===== src/rtl/hpdmc_oddr_serializer.sv =====
// DDR write-data launcher: buffers write words and frames them as
// ODDR2 D0/D1 data, masks and DQS with preamble/postamble.
//
// Ports:
//   sys_clk, sys_rst      clock and async active-high reset
//   wr_valid/wr_ready     write word handshake into the FIFO
//   wr_data, wr_mask      {D1,D0} data and byte masks (1 = masked)
//   wr_last               final word of a burst
//   clr_underrun          clears the sticky underrun flag
//   dq_d0/dq_d1           rising/falling data to ODDR2
//   dm_d0/dm_d1           rising/falling masks to ODDR2
//   dq_oe, dqs_oe         DQ/DM and DQS output enables
//   dqs_d0/dqs_d1         DQS pattern to ODDR2
//   busy, underrun        activity and sticky underrun status
module hpdmc_oddr_serializer #(
  parameter int   DQ_WIDTH    = 16,
  parameter int   DEPTH       = 4,
  parameter int   START_LEVEL = 2,
  parameter logic INIT        = 1'b0
) (
  input  logic                    sys_clk,
  input  logic                    sys_rst,
  input  logic                    wr_valid,
  output logic                    wr_ready,
  input  logic [2*DQ_WIDTH-1:0]   wr_data,
  input  logic [DQ_WIDTH/4-1:0]   wr_mask,
  input  logic                    wr_last,
  input  logic                    clr_underrun,
  output logic [DQ_WIDTH-1:0]     dq_d0,
  output logic [DQ_WIDTH-1:0]     dq_d1,
  output logic [DQ_WIDTH/8-1:0]   dm_d0,
  output logic [DQ_WIDTH/8-1:0]   dm_d1,
  output logic                    dq_oe,
  output logic                    dqs_d0,
  output logic                    dqs_d1,
  output logic                    dqs_oe,
  output logic                    busy,
  output logic                    underrun
);

  localparam int AW = $clog2(DEPTH);
  localparam int CW = AW + 1;
  localparam int MW = DQ_WIDTH / 8;

  typedef enum logic [1:0] {
    IDLE, PRE, DATA, POST
  } state_t;

  logic [2*DQ_WIDTH-1:0] mem_data [DEPTH];
  logic [2*MW-1:0]       mem_mask [DEPTH];
  logic                  mem_last [DEPTH];

  logic [AW-1:0] wptr_q, wptr_d;
  logic [AW-1:0] rptr_q, rptr_d;
  logic [CW-1:0] count_q, count_d;
  logic [CW-1:0] lcnt_q, lcnt_d;

  state_t state_q, state_d;

  logic [DQ_WIDTH-1:0] dq0_q, dq0_d;
  logic [DQ_WIDTH-1:0] dq1_q, dq1_d;
  logic [MW-1:0]       dm0_q, dm0_d;
  logic [MW-1:0]       dm1_q, dm1_d;
  logic                dqoe_q, dqoe_d;
  logic                dqs0_q, dqs0_d;
  logic                dqs1_q, dqs1_d;
  logic                dqsoe_q, dqsoe_d;
  logic                lbeat_q, lbeat_d;
  logic                ur_q, ur_d;

  logic push, pop, set_ur, start;

  assign wr_ready = (count_q != CW'(DEPTH));
  assign push     = wr_valid & wr_ready;
  assign start    = (count_q >= CW'(START_LEVEL))
                  | (lcnt_q != '0);

  always_ff @(posedge sys_clk) begin
    if (push) begin
      mem_data[wptr_q] <= wr_data;
      mem_mask[wptr_q] <= wr_mask;
      mem_last[wptr_q] <= wr_last;
    end
  end

  // lbeat_q marks that the beat on the pins came from a
  // last-flagged entry; the burst ends one edge later unless
  // another entry is already queued.
  always_comb begin
    state_d = state_q;
    pop     = 1'b0;
    set_ur  = 1'b0;
    dq0_d   = {DQ_WIDTH{INIT}};
    dq1_d   = {DQ_WIDTH{INIT}};
    dm0_d   = '1;
    dm1_d   = '1;
    dqoe_d  = 1'b0;
    dqs0_d  = 1'b0;
    dqs1_d  = 1'b0;
    dqsoe_d = 1'b0;
    lbeat_d = 1'b0;
    unique case (state_q)
      IDLE: if (start) state_d = PRE;
      PRE:  state_d = DATA;
      DATA: if (lbeat_q && count_q == '0)
              state_d = POST;
      POST: state_d = start ? PRE : IDLE;
      default: state_d = IDLE;
    endcase
    unique case (state_d)
      PRE:  dqsoe_d = 1'b1;
      DATA: begin
        dqoe_d  = 1'b1;
        dqsoe_d = 1'b1;
        dqs0_d  = 1'b1;
        if (count_q != '0) begin
          pop     = 1'b1;
          dq0_d   = mem_data[rptr_q][DQ_WIDTH-1:0];
          dq1_d   = mem_data[rptr_q][2*DQ_WIDTH-1:DQ_WIDTH];
          dm0_d   = mem_mask[rptr_q][MW-1:0];
          dm1_d   = mem_mask[rptr_q][2*MW-1:MW];
          lbeat_d = mem_last[rptr_q];
        end else begin
          set_ur = 1'b1;
          dq0_d  = dq0_q;
          dq1_d  = dq1_q;
        end
      end
      POST: dqsoe_d = 1'b1;
      default: ;
    endcase
  end

  always_comb begin
    wptr_d  = push ? wptr_q + AW'(1) : wptr_q;
    rptr_d  = pop  ? rptr_q + AW'(1) : rptr_q;
    count_d = count_q;
    unique case ({push, pop})
      2'b10:   count_d = count_q + CW'(1);
      2'b01:   count_d = count_q - CW'(1);
      default: count_d = count_q;
    endcase
    lcnt_d = lcnt_q;
    if (push && wr_last)
      lcnt_d = lcnt_d + CW'(1);
    if (pop && mem_last[rptr_q])
      lcnt_d = lcnt_d - CW'(1);
    ur_d = ur_q;
    if (set_ur)
      ur_d = 1'b1;
    else if (clr_underrun)
      ur_d = 1'b0;
  end

  always_ff @(posedge sys_clk or posedge sys_rst) begin
    if (sys_rst) begin
      wptr_q  <= '0;
      rptr_q  <= '0;
      count_q <= '0;
      lcnt_q  <= '0;
      state_q <= IDLE;
      dq0_q   <= {DQ_WIDTH{INIT}};
      dq1_q   <= {DQ_WIDTH{INIT}};
      dm0_q   <= '1;
      dm1_q   <= '1;
      dqoe_q  <= 1'b0;
      dqs0_q  <= 1'b0;
      dqs1_q  <= 1'b0;
      dqsoe_q <= 1'b0;
      lbeat_q <= 1'b0;
      ur_q    <= 1'b0;
    end else begin
      wptr_q  <= wptr_d;
      rptr_q  <= rptr_d;
      count_q <= count_d;
      lcnt_q  <= lcnt_d;
      state_q <= state_d;
      dq0_q   <= dq0_d;
      dq1_q   <= dq1_d;
      dm0_q   <= dm0_d;
      dm1_q   <= dm1_d;
      dqoe_q  <= dqoe_d;
      dqs0_q  <= dqs0_d;
      dqs1_q  <= dqs1_d;
      dqsoe_q <= dqsoe_d;
      lbeat_q <= lbeat_d;
      ur_q    <= ur_d;
    end
  end

  assign dq_d0    = dq0_q;
  assign dq_d1    = dq1_q;
  assign dm_d0    = dm0_q;
  assign dm_d1    = dm1_q;
  assign dq_oe    = dqoe_q;
  assign dqs_d0   = dqs0_q;
  assign dqs_d1   = dqs1_q;
  assign dqs_oe   = dqsoe_q;
  assign underrun = ur_q;
  assign busy     = (state_q != IDLE) | (count_q != '0);

endmodule


===== config.mk =====
export PLATFORM = sky130hd
export DESIGN_NAME = hpdmc_oddr_serializer
export DESIGN_NICKNAME = d
export VERILOG_FILES = /design/src/rtl/hpdmc_oddr_serializer.sv
export SDC_FILE = /design/constraint.sdc
export NUM_CORES = 1
export LEC_CHECK = 0
export CAP_MARGIN = 25
export CORE_ASPECT_RATIO = 1.2
export CORE_MARGIN = 3
export CORE_UTILIZATION = 25
export CTS_CLUSTER_SIZE = 16
export DETAILED_ROUTE_END_ITERATION = 8
export PLACE_DENSITY = 0.44
export SLEW_MARGIN = 20
export SYNTH_ARGS = -nofsm -noshare
export SYNTH_HDL_FRONTEND = slang
export SYNTH_SLANG_ARGS = --single-unit

===== constraint.sdc =====
create_clock -name sys_clk -period 2.76 [get_ports sys_clk]
set_input_delay 0.69 -clock sys_clk [delete_from_list [all_inputs] [get_ports sys_clk]]
set_output_delay 0.69 -clock sys_clk [all_outputs]
set_load 0.05 [all_outputs]

==> impl_results.md <==
* Post-synth EDFFs at 148
* Post-route minimum period at ~2500 ps
* Yosys warns at 0
* Slew headroom at 61.1%
* CTS tree: yes
* Post-synthesis xor/xnor area fraction at 1.16%
* WP buf/inv at 1
* Via-to-Cell Ratio at 4.19
* Num CTS Buffers at 17
* Rows at 69
* Crit start category: flip-flop
* Count of hold buffers inserted by post-cts repair at 0
* Clk_skew at approximately 13 ps
* Maximum clock frequency at 393 MHz
* Mux cell area share after synthesis at 11.6%
* Die H at 196 um
* Crit path arrival time at 1860 ps
* Clock buffer depth at 2
* Final Cell Area at 9440 sq um
* Slowest-stage cell, CP: or3b_1
* Fin. Hold Viols at 0
* Net Count, Synth at 413
* Hold wc startpoint: underrun$_DFFE_PP0P_
* Post-Synth Adder-Cell Area at 2.25%
* HP Class: flip-flop to flip-flop
* Tot GR Track Use at 10.3%
* Final Max Tran Viols at 0
* Register area share after synthesis at 76.1%
* IO Count at 84
* Synthesized area at around 7600 sq um
* Starting Density at 25.4%
* Most used DFF post-synth: edfxtp_1
* R2r worst-path depth at 8
* GRT overflow at 0
* Fin crit share at 92.3%
* Leak Pwr at 3.31 nW
* Max rail drop VDD at between 400 and 500 uV
* Delay of the slowest critical-path stage at 510 ps
* Netlist cell types at 35
* Reg-to-Reg End: count_q[2]$_DFFE_PP0P_
* Top cells by area, synth: edfxtp_1 (59%), dfrtp_1 (16%), mux4_2 (11%)
* First-pass GRT wire length at between 20 and 25 mm
* Clock Latency Late Sink at roughly 430 ps
* Synth top area share at 58.8%
* Crit Path Category: flip-flop to output pin
* Die area at 32400 sq um
* Initial antenna violation count at 0
* FFs w/ async S/R, synth at between 20% and 30%
* CTS sink cnt at 200
* Hold path depth at 1
* Multi-input logic area at 1650 sq um
* RSZ-0062 raised after global routing: no
* Crit Reg-Reg Startpoint: count_q[0]$_DFFE_PP0P_
* Antenna cells at 0
* Synth Area in Simple Gates at 2.33%
* Crit end category: output pin
* Core area at 29700 sq um
* First-pass DRT Iterations at 4
* Largest net degree at the start of global routing at 41
* Vias in the first global route at 4029
* Kind of cell adding the most delay to the critical path: simple AND/OR/NAND/NOR gates
* Setup WS post-layout at 213 ps
* Commonest non-fill, non-tap cell in the layout: edfxtp_1
* CTS root buf: clkbuf_16
* Most frequent cells in the layout: edfxtp_1 (148), clkdlybuf4s50_1 (80), dfrtp_1 (46), mux4_2 (37)
* DRT antenna net count at 0
* Routed WL at about 16 mm
* Residual DRC count at 0
* Slew @ Worst Pin at 583 ps
* Power per Cell Area at 1060 nW/um^2
* Clock-pin slew of the registers on the worst-case setup and hold paths at around 80 ps
* Register area at ~5800 sq um
* DP Area at around 8900 sq um
* Status: finished, final reports clean
* Largest family of logic cells by synthesized area: multiplexers
* Layout cells sized above 1 at approximately 22%
* Buffers on Ports at between 80 and 90
* Setup TNS at 0 ps
* 1st-iter DRT viols at 217
* Die width at 165 um
* CP max FO at 8
* # setup viols final at 0
* Post-CTS Setup Inserts at 0
* R2R setup slack at 450 ps
* Synth area leader: edfxtp_1
* Worst-path cell chain: or3b_1 -> dlygate4sd2_1
* Fillers at 2916
* Avg Inst Size Synth at 21.0 sq um
* Post-Syn Instances at 359
* H-tree depth at 4
* Nets at 504
* Hold EP: underrun$_DFFE_PP0P_
* WP data required at between 2000 and 2500 ps
* GP Congestion at 0.647
* Yosys reg bits at 200
* Max Cap Viol at 0
* Post-DP HPWL at 9.09 mm
* Syn-to-layout area delta at 25.0%
* Compound-gate portion of the synthesized area at 4.42%
* Via Count at roughly 3600
* DP Worst Slack at around 210 ps
* Crit. path cell count at 2
* Average wire per standard cell at around 19 um
==> per-stage QoR <==
stage                     total power [W]  hold WS, ps  util, %  std cells
final                             0.00996          488     31.8        853
after global routing               0.0106          504     31.8        853
after CTS                          0.0102          491     31.8        853
after detailed placement          0.00791          474     30.0        821
after global placement            0.00781          469     30.0        821
after floorplan                   0.00673          498        -        359
==> worst reg2reg max path, stage by stage, from the launching register on <==
cell and delay, ps:
dfrtp_1 440, or3b_1 510, nand2_1 190, ha_1 220
inv_1 70, fa_1 380, xor2_1 160, nor2_1 110
xor2_1 160
==> Yosys cell counts, types with 2 or more instances <==
master	count
a22o_1	17
a22o_2	15
and2_1	2
and3_1	5
buf_2	7
buf_4	3
buf_6	3
clkbuf_1	6
dfrtp_1	48
dfstp_2	4
edfxtp_1	148
ha_1	12
inv_1	12
mux2i_1	3
mux4_2	37
nand2_1	4
nand2b_1	5
nor2_1	3
xnor2_1	6
xor2_1	4
==> what timing repair did <==
item,4_1_cts,5_1_grt
setup endpoints to repair,1,1
gates cloned,0,0
resized for setup,1,1
pin swaps,0,0
==> sequential cells by signal, summed over array words and instances, names as in the netlist, 3 cells and up <==
signal,count
count_q,3
dq_d0,16
dq_d1,16
lcnt_q,3
mem_data,128
mem_last,4
mem_mask,16
==> cells by family after synthesis <==
family / Yosys count
compound gates: 37
xor+xnor: 10
fa+ha+maj: 13
buf+inv: 31
flops: 200
mux: 41
other cells: 1
simple gates: 26
==> final cells by class <==
class / count / share of cell area, %
sequential: 200 / 61.0
multi-input combinational: 128 / 17.5
timing repair buffer: 91 / 10.3
tap: 390 / 5.17
clock buffer: 21 / 4.66
clock inverter: 11 / 0.875
inverter: 12 / 0.477
==> worst max path at each step <==
stage,to,slack [ps],from
CTS,busy,70,count_q[0]$_DFFE_PP0P_
global route,wr_ready,130,count_q[0]$_DFFE_PP0P_
detailed placement,count_q[2]$_DFFE_PP0P_,210,wr_valid
finish,wr_ready,210,count_q[0]$_DFFE_PP0P_
floorplan,mem_data[0][0]$_DFFE_PP_,170,count_q[2]$_DFFE_PP0P_
global placement,count_q[2]$_DFFE_PP0P_,300,wr_valid
==> power by group <==
part           switching [W]  internal, W  leakage (nW)  total [W]
logic                0.00182      0.00151          1.04    0.00333
clock network        0.00103      0.00123         0.247    0.00226
registers           0.000396      0.00398          2.02    0.00438
==> layer usage <==
metal  wire length, um  GRT usage, %
met2              8270          17.6
met1              6660          12.6
met5                 0             0
met4               283          3.48
met3               595          2.88
Power figures use the tool's default switching activity.
